[src/rtl/cbus_arbiter.sv]
// cbus_arbiter -- round-robin arbiter that multiplexes N cbus masters onto
// one downstream cbus port (memory model / AXI bridge side).
//
// A master is granted from IDLE one cycle after it raises valid, and it keeps
// the grant until the downstream slave handshakes the final beat
// (oresp.ready && oresp.last). The arbiter then spends one cycle in IDLE, so
// oreq.valid is low for at least one cycle between bursts. While BUSY, the
// granted request is passed straight through with no buffering, and the slave
// response goes only to the granted master.
//
// Handshake: a beat transfers on a rising clk edge where oreq.valid and
// oresp.ready are both 1. A master keeps valid and all request fields stable
// until its last beat. The slave marks the final beat with oresp.last.
//
// Optional feature (macro CBUS_ARB_WATCHDOG_EN): a per-burst cycle counter
// sets the sticky timeout flag once a burst has been BUSY for
// TIMEOUT_CYCLES cycles. Without the macro, timeout is tied to 0.
//
// Parameters:
//   N_MASTERS       number of upstream masters (2..8)
//   TIMEOUT_CYCLES  watchdog limit per burst (watchdog build only)
// Ports:
//   clk        clock
//   reset      asynchronous active-high reset
//   ireqs      upstream requests, one per master
//   iresps     upstream responses, one per master
//   oreq       request to the downstream slave
//   oresp      response from the downstream slave
//   timeout    sticky watchdog flag
//   state_dbg  current FSM state (0 = IDLE, 1 = BUSY)

package cbus_pkg;

  typedef struct packed {
    logic        valid;
    logic        is_write;
    logic [2:0]  size;
    logic [31:0] addr;
    logic [7:0]  strobe;
    logic [63:0] data;
    logic [7:0]  len;
    logic [1:0]  burst;
  } cbus_req_t;

  typedef struct packed {
    logic        ready;
    logic        last;
    logic [63:0] data;
  } cbus_resp_t;

endpackage

module cbus_arbiter
  import cbus_pkg::*;
#(
  parameter int N_MASTERS      = 2,
  parameter int TIMEOUT_CYCLES = 4096
) (
  input  logic       clk,
  input  logic       reset,
  input  cbus_req_t  ireqs  [N_MASTERS],
  output cbus_resp_t iresps [N_MASTERS],
  output cbus_req_t  oreq,
  input  cbus_resp_t oresp,
  output logic       timeout,
  output logic       state_dbg
);

  localparam int IDX_W = $clog2(N_MASTERS);

  typedef enum logic {
    IDLE = 1'b0,
    BUSY = 1'b1
  } state_t;

  state_t             state, state_d;
  logic [IDX_W-1:0]   index, index_d;
  logic [IDX_W-1:0]   last_grant, last_grant_d;

  logic [N_MASTERS-1:0] valids;
  logic                 pick_found;
  logic [IDX_W-1:0]     pick_idx;

  // Index offset k places after lg, wrapping mod N_MASTERS. Done in int so a
  // non-power-of-two N wraps at N rather than at 2**IDX_W.
  function automatic logic [IDX_W-1:0] rr_next(input logic [IDX_W-1:0] lg,
                                               input int k);
    int s;
    s = (int'(lg) + k) % N_MASTERS;
    return s[IDX_W-1:0];
  endfunction

  always_comb begin
    valids = '0;
    for (int i = 0; i < N_MASTERS; i++) begin
      valids[i] = ireqs[i].valid;
    end
  end

  // Scan last_grant+1 upward with wrap; last_grant itself is looked at last,
  // so a master cannot win twice in a row while another is requesting.
  always_comb begin
    pick_found = 1'b0;
    pick_idx   = '0;
    for (int k = 1; k <= N_MASTERS; k++) begin
      if (!pick_found && valids[rr_next(last_grant, k)]) begin
        pick_found = 1'b1;
        pick_idx   = rr_next(last_grant, k);
      end
    end
  end

  always_ff @(posedge clk or posedge reset) begin
    if (reset) begin
      state      <= IDLE;
      index      <= '0;
      last_grant <= IDX_W'(N_MASTERS - 1);
    end else begin
      state      <= state_d;
      index      <= index_d;
      last_grant <= last_grant_d;
    end
  end

  always_comb begin
    state_d      = state;
    index_d      = index;
    last_grant_d = last_grant;
    case (state)
      IDLE: begin
        if (pick_found) begin
          state_d = BUSY;
          index_d = pick_idx;
        end
      end
      BUSY: begin
        // Exit depends only on the slave; a master that drops valid
        // mid-burst does not release the grant.
        if (oresp.ready && oresp.last) begin
          state_d      = IDLE;
          last_grant_d = index;
        end
      end
      default: state_d = IDLE;
    endcase
  end

  // Outputs depend on the registered state only, so an asynchronous reset
  // zeroes them immediately without waiting for a clock edge.
  always_comb begin
    oreq = '0;
    for (int i = 0; i < N_MASTERS; i++) begin
      iresps[i] = '0;
    end
    if (state == BUSY) begin
      for (int i = 0; i < N_MASTERS; i++) begin
        if (IDX_W'(i) == index) begin
          oreq      = ireqs[i];
          iresps[i] = oresp;
        end
      end
    end
  end

  assign state_dbg = state;

`ifdef CBUS_ARB_WATCHDOG_EN
  logic [31:0] wdog;
  logic        timeout_q;

  always_ff @(posedge clk or posedge reset) begin
    if (reset) begin
      wdog      <= '0;
      timeout_q <= 1'b0;
    end else begin
      if (state == IDLE && state_d == BUSY) begin
        wdog <= '0;
      end else if (state == BUSY) begin
        wdog <= wdog + 32'd1;
        if (wdog + 32'd1 == 32'(TIMEOUT_CYCLES) && !timeout_q) begin
          timeout_q <= 1'b1;
`ifndef SYNTHESIS
          $display("cbus_arbiter: timeout master %d addr %x", index, oreq.addr);
`endif
        end
      end
    end
  end

  assign timeout = timeout_q;
`else
  logic unused_wdog_cfg;
  assign unused_wdog_cfg = ^32'(TIMEOUT_CYCLES);
  assign timeout         = 1'b0;
`endif

endmodule
[config.mk]
export PLATFORM = sky130hd
export DESIGN_NAME = cbus_arbiter
export DESIGN_NICKNAME = d
export VERILOG_FILES = /design/src/rtl/cbus_arbiter.sv
export SDC_FILE = /design/constraint.sdc
export NUM_CORES = 1
export LEC_CHECK = 0
export CAP_MARGIN = 20
export CELL_PAD_IN_SITES_DETAIL_PLACEMENT = 1
export CELL_PAD_IN_SITES_GLOBAL_PLACEMENT = 1
export CORE_AREA = 10 10 208 210
export DETAILED_ROUTE_END_ITERATION = 8
export DIE_AREA = 0 0 218 220
export PLACE_DENSITY = 0.7
export SYNTH_ARGS = -nofsm -noshare
export SYNTH_HDL_FRONTEND = slang
export SYNTH_SLANG_ARGS = --single-unit
[constraint.sdc]
create_clock -name clk -period 1.2 [get_ports clk]
set_input_delay 0.12 -clock clk [delete_from_list [all_inputs] [get_ports clk]]
set_output_delay 0.12 -clock clk [all_outputs]
set_load 0.1 [all_outputs]
Word level (Yosys, flattened, before mapping)

Index checks and enable logic that the tools add are counted.

Reduce and logical (&&, ||, !) cells: 5
Bitwise logic cells: 1
Multiplexer cells: 16
Add/sub/neg operators: 2
Order comparisons: 2

Operators with widths:

| kind                                                        | count |
|---|---|
| 2-to-1 mux 119 bit                                          | 2 |
| 2-to-1 mux 132 bit                                          | 1 |
| 2-to-1 mux 66 bit                                           | 2 |
| 2-to-1 mux 1 bit                                            | 10 |
| less-than comparator 1 x 2 -> 1 bit (second input constant) | 2 |
| AND reduction 2 bit                                         | 2 |
| adder 1 bit (second input constant)                         | 2 |
| logical AND 1 bit                                           | 2 |
| case mux 1 bit (2 select lines)                             | 1 |
| zero test 1 bit                                             | 1 |
| NOT 1 bit                                                   | 1 |

Register bits after elaboration: 3
Output and inout bits: 253
Bits of input ports: 306

Depth between registers and ports, before layout

Gate-level depths: netlist of the first run.

Depth in word-level cells: 9
Mapped depth: 5

Least setup slack after synthesis of the first run

Ideal clock, no wire load.

Kind: reg2out
Start point: register state (netlist: state_dbg)
End point: output port oreq[100] (netlist bit)
Arrival: 2.771 ns
Cell stages (with the launch flop): 5
Path slack: -1.691 ns
Cells stage by stage: dfrtp_1 inv_1 buf_2 buf_2 nor2_1

RTL lines:

| item                     | RTL line | RTL |
|---|---|---|
| start: declaration       | 76       | `state_t state, state_d;` |
| start signal: assignment | 119      | `state <= state_d;` |
| end: declaration         | 63       | `output cbus_req_t oreq,` |

==> flow_summary_export.csv, run 1 <==
group,metric,value,unit
power,peakVddDrop,0.00123,V
synthesis,yosys.area.top_type_share,40.0,%
place,placed_area,12700,µm²
floorplan,die_w,218,µm
route,drtPass1Iterations,4,
synthesis,yosys_warnings,0,
sta,slew_viol_final,0,
critical_path,r2r_start,"state_dbg",
power,leakage,5.76,nW
sta,grt_setup_unrepaired,"true",
place,io_buffers,557,
place,dpl.hpwl,29100,µm
synthesis,synth-simple-area-share,43.7,%
power,total_power,27.2,mW
outcome,outcome,"finished, violations left",
clocking,cts_buffer_depth,2,
synthesis,synth_compound_area_share,0.631,%
synthesis,postSynthRegisterBits,3,
critical_path,startpoint_type,"register",
synthesis,synthCells,432,
finish,final_common_cell,"clkdlybuf4s50_1",
clocking,cts_inserted_buffers,3,
clocking,root_buffer,"clkbuf_16",
clocking,cts_sinks,3,
grt,grt_use_total,13.0,%
clocking,cts_tree,"yes",
finish,fill_cells,4184,
critical_path,crit_type,"reg -> out",
synthesis,synth_xor_area_share,0,%
sta,fmax,0.549,GHz
synthesis,synth_top_family_by_area,"simple AND/OR/NAND/NOR gates",
finish,final_cell_mix,"clkdlybuf4s50_1 (305), buf_12 (267), mux2i_1 (70), and2_4 (66), and3_4 (66)",
critical_path,ff2ff_setup_slack,-0.15,ns
grt,grt_antenna_before_repair,0,
route,vias,5776,
sta,hold_violations,0,
grt,grt_first_pass_wirelength,47200,µm
floorplan,die_h,220,µm
floorplan,die_area,48000,µm²
min_path,hp-class,"in -> async",
synthesis,synthTopCellsByArea,"mux2i_1 (40%), nor2_1 (15%), and2_1 (14%)",
route,routed_wl,35600,µm
finish,fin_nets,1348,
finish,diodes,0,
route,ant_nets,0,
floorplan,core,39300,µm²
sta,timing.final.crit_share,152,%
critical_path,cp_max_fo,8,
finish,final_cell_count_no_fill,1566,
synthesis,syn_nets,738,
critical_path,reg2reg_to,"last_grant",
synthesis,synth_fa_ha_area_share,0,%
finish,syn_to_final_growth,376,%
clocking,path_clk_slew,0.03,ns
critical_path,cp-end-kind,"output port",
power,power.density,1920,nW/µm²
critical_path,reg2reg_depth,4,
sta,setup_slack,-0.622,ns
floorplan,num_io_pins,559,
clocking,ctsHtreeMaxLevel,1,
synthesis,syn_area,2980,µm²
sta,setup_violations,254,
clocking,clkLatencyLatePin,0.22,ns
place,gp_congestion,0.802,
route,route.detailed.drc,0,
clocking,ctsHoldBuffers,0,
route,viasPerCell,3.69,
synthesis,synth_top_area_cell,"mux2i_1",
synthesis,synth_seq_area_share,2.56,%
synthesis,synth_mux_area_share,40.4,%
place,placedCellCount,1526,
sta,clock_skew,0.000386,ns
sta,post-route-min-period,1.82,ns
floorplan,start_util,7.58,%
place,dp_slack,-0.640,ns
grt,grt_pass1_vias,6650,
synthesis,synthDistinctLibCells,21,
synthesis,synth.avg_cell_area,6.89,µm²
route,dr.first_iter.drc_count,107,
route,wl_per_cell,22.7,µm
critical_path,required,1.08,ns
grt,grt-ovfl-total,0,
finish,finalInstanceArea,14200,µm²
grt,grt_max_degree,27,
critical_path,critPathArrivalTime,1.70,ns
job,maxCapViolCount,0,
finish,final_layout_size_suffix_gt1_share,61.1,%
outcome,violations,"setup timing",
floorplan,rows,73,
sta,setup_tns,-136.46,ns
==> sequential cells by signal, summed over array words and instances, names as in the netlist <==
name,count
last_grant,1
state_dbg,1
index,1
==> repair_timing <==
item / in CTS / in global routing
gates cloned: 11 / 11
setup endpoints to repair: 254 / 254
gates resized for setup: 113 / 84
endpoints found under the hold margin: 0 / 0
pin swaps: 14 / 28
setup buffers: 11 / 4
==> through the flow <==
step | hold WS [ns] | utilization, %
6_report | 0.107 | 36.1
5_1_grt | 0.146 | 36.1
4_1_cts | 0.125 | 34.6
3_3_place_gp | 0.348 | 32.3
3_5_place_dp | 0.361 | 32.3
2_1_floorplan | -0.127 | -
==> metal layers <==
| metal | part of all wire [%] | wire length [µm] | global-route usage (%) |
|---|---|---|---|
| met1 | 32 | 11600 | 12.4 |
| met2 | 57 | 20400 | 26.5 |
| met3 | 9.4 | 3360 | 4.80 |
| met4 | 0.90 | 322 | 1.37 |
| met5 | 0 | 0 | 0 |
==> synthesized netlist by cell type <==
cell      count
conb_1        1
clkbuf_2      7
buf_8         8
buf_6         5
a32o_1        1
and3_1       66
inv_1         2
nor2b_4       1
dfrtp_1       2
clkbuf_1      6
nor2_1      119
buf_4         7
buf_2        16
nand2b_1      1
mux2_2        1
nand2_1       1
dfstp_2       1
mux2i_1     119
and2_1       66
nand3_1       1
o31a_1        1
==> logic make-up (layout without fill, tap and decap cells) <==
group | count (synthesis) | count (layout)
compound gates | 2 | 2
buf+inv | 51 | 660
flops | 3 | 3
mux | 120 | 120
other cells | 1 | 1
simple gates | 255 | 255
==> worst max-delay path, stage by stage, from the launching register on <==
cell and delay (ns):
dfrtp_4 0.49, buf_12 0.16, nor2b_4 0.14, buf_12 0.17
clkbuf_16 0.18, and2_4 0.16, buf_12 0.17
==> where the power goes <==
| group | leakage (nW) | switching (mW) | internal (mW) | total [mW] |
|---|---|---|---|---|
| Clock | 0.0382 | 0.0956 | 0.439 | 0.534 |
| Sequential | 0.0312 | 0.0357 | 0.149 | 0.184 |
| Combinational | 5.70 | 15.8 | 10.7 | 26.5 |
==> worst max-delay path by stage <==
stage	from	endpoint	slack, ns
finish	index	iresps[89]	-0.62
global route	index	oreq[2]	-0.67
CTS	index	oreq[101]	-0.62
detailed placement	index	oreq[49]	-0.64
global placement	index	oreq[49]	-0.58
floorplan	state_dbg	oreq[108]	-1.20
==> area by class of cell <==
class | count | area, µm² | share of cell area, %
Inverter | 2 | 15.0 | 0.106
Timing Repair Buffer | 654 | 9530 | 67.2
Tap cell | 525 | 657 | 4.64
Clock buffer | 4 | 78.8 | 0.556
Sequential cell | 3 | 83.8 | 0.592
Multi-Input combinational cell | 378 | 3810 | 26.9
Note: power is estimated with default switching activity, not from simulation.
==> inputs of run 2 (changes only) <==
--- a/config.mk
+++ b/config.mk
@@ -9,6 +9,7 @@
 export CELL_PAD_IN_SITES_DETAIL_PLACEMENT = 1
 export CELL_PAD_IN_SITES_GLOBAL_PLACEMENT = 1
 export CORE_AREA = 10 10 208 210
+export CTS_CLUSTER_DIAMETER = 120
 export DETAILED_ROUTE_END_ITERATION = 8
 export DIE_AREA = 0 0 218 220
 export PLACE_DENSITY = 0.7
==> results of run 2 <==
No change in the layout: final DEF, timing and power equal those of run 1.
==> inputs of run 3 (changes only) <==
==> config.mk (replaced) <==
export PLATFORM = sky130hd
export DESIGN_NAME = cbus_arbiter
export DESIGN_NICKNAME = d
export VERILOG_FILES = /design/src/rtl/cbus_arbiter.sv
export SDC_FILE = /design/constraint.sdc
export NUM_CORES = 1
export LEC_CHECK = 0
export ABC_AREA = 1
export CAP_MARGIN = 20
export CELL_PAD_IN_SITES_DETAIL_PLACEMENT = 1
export CELL_PAD_IN_SITES_GLOBAL_PLACEMENT = 1
export CORE_AREA = 10 10 207 209
export CTS_CLUSTER_DIAMETER = 120
export DETAILED_ROUTE_END_ITERATION = 8
export DIE_AREA = 0 0 217 219
export PLACE_DENSITY = 0.76
export SYNTH_ARGS = -nofsm -noshare
export SYNTH_HDL_FRONTEND = slang
export SYNTH_SLANG_ARGS = --single-unit
==> constraint.sdc (replaced) <==
create_clock -name clk -period 1.2 [get_ports clk]
set_input_delay 0.12 -clock clk [delete_from_list [all_inputs] [get_ports clk]]
set_output_delay 0.12 -clock clk [all_outputs]
set_load 0.005 [all_outputs]
==> run 3 against run 2 <==
Compared with the run above:
- the run still ends with setup timing left
- fmax fell by 7.4%
- critical path depth fell by 1
- total power fell by 64%
==> flow_summary_export.csv, run 3 <==
group,metric,value,unit
power,p_sw,3.97,mW
power,p_seq_share,1.7,%
sta,slew_viol_final,0,
clocking,path_clk_slew,0.03,ns
sta,timing.final.crit_share,164,%
clocking,cts_tree,"yes",
synthesis,synthDistinctLibCells,15,
power,leakage,4.78,nW
sta,grt_setup_unrepaired,"true",
route,route.detailed.drc,0,
finish,final_cell_count_no_fill,1726,
synthesis,syn_area,2690,µm²
power,cellInternalPower,5.74,mW
power,power.density,1010,nW/µm²
grt,grt_max_degree,50,
clocking,root_buffer,"clkbuf_16",
synthesis,yosys_warnings,0,
outcome,outcome,"finished, violations left",
route,drtPass1Iterations,4,
finish,fin_nets,1513,
critical_path,crit_type,"reg -> out",
clocking,cts_sinks,3,
critical_path,cp_max_fo,25,
sta,post-route-min-period,1.97,ns
clocking,cts_inserted_buffers,3,
finish,final_common_cell,"clkdlybuf4s50_1",
finish,syn_to_final_growth,257,%
grt,grt-ovfl-total,0,
place,placedCellCount,1711,
route,viasPerCell,3.67,
floorplan,core,38600,µm²
critical_path,reg2reg_to,"state_dbg",
power,swShare,40.8,%
floorplan,die_h,219,µm
clocking,ctsHoldBuffers,0,
synthesis,synthCells,631,
critical_path,ff2ff_setup_slack,0,ns
finish,final_layout_size_suffix_gt1_share,11.7,%
grt,grt_antenna_before_repair,4,
floorplan,die_w,217,µm
finish,final_cell_mix,"clkdlybuf4s50_1 (487), nand2_1 (227), nor2_1 (124), nand3_1 (122), inv_1 (68)",
route,dr.first_iter.drc_count,198,
synthesis,synth.avg_cell_area,4.27,µm²
power,clkPwrFrac,5.4,%
clocking,ctsHtreeMaxLevel,1,
place,gp_congestion,0.822,
synthesis,yosys.area.top_type_share,34.2,%
min_path,hp-class,"in -> async",
synthesis,yosys.cell_count.top_type,"nand2_1",
critical_path,required,1.08,ns
synthesis,synthTopCellsByArea,"nand2_1 (34%), nand3_1 (23%), nor2_1 (19%)",
route,vias,6332,
floorplan,rows,72,
synthesis,syn_nets,937,
sta,clock_skew,0.00278,ns
power,peakVddDrop,0.000453,V
synthesis,synth_commonest_cells,"nand2_1 (245), nor2_1 (133), nand3_1 (122)",
sta,fmax,0.508,GHz
place,dpl.hpwl,28800,µm
sta,setup_violations,252,
floorplan,num_io_pins,559,
outcome,violations,"setup timing",
sta,hold_violations,0,
power,p_comb_share,92.9,%
grt,grt_use_total,12.6,%
synthesis,synth_edf_count,0,
sta,setup_slack,-0.767,ns
critical_path,cp-end-kind,"output port",
critical_path,reg2reg_depth,3,
grt,grt_pass1_vias,7095,
critical_path,critPathArrivalTime,1.85,ns
synthesis,postSynthRegisterBits,3,
clocking,cts_buffer_depth,2,
synthesis,synth_seq_area_share,2.83,%
grt,grt_first_pass_wirelength,46200,µm
route,routed_wl,33700,µm
critical_path,r2r_start,"state_dbg",
critical_path,startpoint_type,"register",
route,wl_per_cell,19.5,µm
clocking,clkLatencyLatePin,0.22,ns
place,io_buffers,557,
floorplan,start_util,6.98,%
synthesis,ys_async_sr_fraction,100,%
floorplan,die_area,47500,µm²
synthesis,synth_top_area_cell,"nand2_1",
job,maxCapViolCount,0,
synthesis,synth_flop_cell,"dfrtp_1",
route,ant_nets,0,
power,total_power,9.71,mW
-- run 3: layer usage --
metal / up-vias / GRT usage (%) / wire length, µm
li1: 3046 / - / -
met1: 2912 / 12.8 / 12400
met2: 352 / 24.3 / 17400
met3: 22 / 5.14 / 3430
met4: 0 / 1.70 / 488
met5: - / 0 / 0
-- run 3: layout make-up --
| cell class | instances | area [µm²] |
|---|---|---|
| Fill cell | 4826 | 28900 |
| Timing Repair Buffer | 626 | 6390 |
| Multi-Input combinational cell | 503 | 2130 |
| Tap cell | 518 | 648 |
| Inverter | 70 | 273 |
| Sequential cell | 3 | 81.3 |
| Clock buffer | 4 | 78.8 |
| Antenna cell | 2 | 5.00 |
-- run 3: cell families after synthesis --
kind of cell | count (synthesis) | synth area share, %
flops | 3 | 2.83
simple gates | 502 | 75.8
other cells | 1 | 0.139
buf+inv | 125 | 21.2
-- run 3: through the flow --
stage / instance area, µm² / TNS, ns / hold slack [ns] / utilization [%] / setup WS (ns)
finish: 9610 / -149.03 / 0.0999 / 24.9 / -0.767
global route: 9610 / -168.37 / 0.108 / 24.9 / -0.851
CTS: 9450 / -161.00 / 0.101 / 24.5 / -0.826
detailed placement: 9230 / -117.54 / 0.331 / 23.9 / -0.599
global placement: 9230 / -110.64 / 0.311 / 23.9 / -0.563
floorplan: 2690 / 0 / -0.127 / - / 0.0342
-- run 3: how the worst max path moves through the flow --
stage / startpoint / to / slack (ns) / cells past startpoint
floorplan: state_dbg / oreq[100] / 0.03 / 7
global placement: state_dbg / oreq[18] / -0.56 / 4
detailed placement: index / oreq[5] / -0.60 / 7
CTS: state_dbg / oreq[77] / -0.83 / 7
global route: state_dbg / oreq[8] / -0.85 / 6
finish: state_dbg / oreq[29] / -0.77 / 5
-- run 3: repair_timing --
item / 4_1_cts / 5_1_grt
pin swaps: 0 / 0
buffers inserted: 2 / 1
endpoints found under the setup margin: 255 / 254
resized for setup: 179 / 37
gates cloned: 2 / 4
-- run 3: power by group through the flow --
stage / clock network, mW / logic [mW] / registers, mW
after floorplan: 0 / 2.62 / 0.143
after global placement: 0 / 8.55 / 0.154
after detailed placement: 0 / 8.69 / 0.157
after CTS: 0.544 / 9.05 / 0.163
after global routing: 0.553 / 9.78 / 0.165
final: 0.526 / 9.02 / 0.163
-- run 3: worst max-delay path, stage by stage, from the launching register on --
cell and delay (ns):
dfrtp_4 0.44, buf_4 0.22, buf_16 0.19, nand3_1 0.13, nand2_1 0.10, clkdlybuf4s50_1 0.51
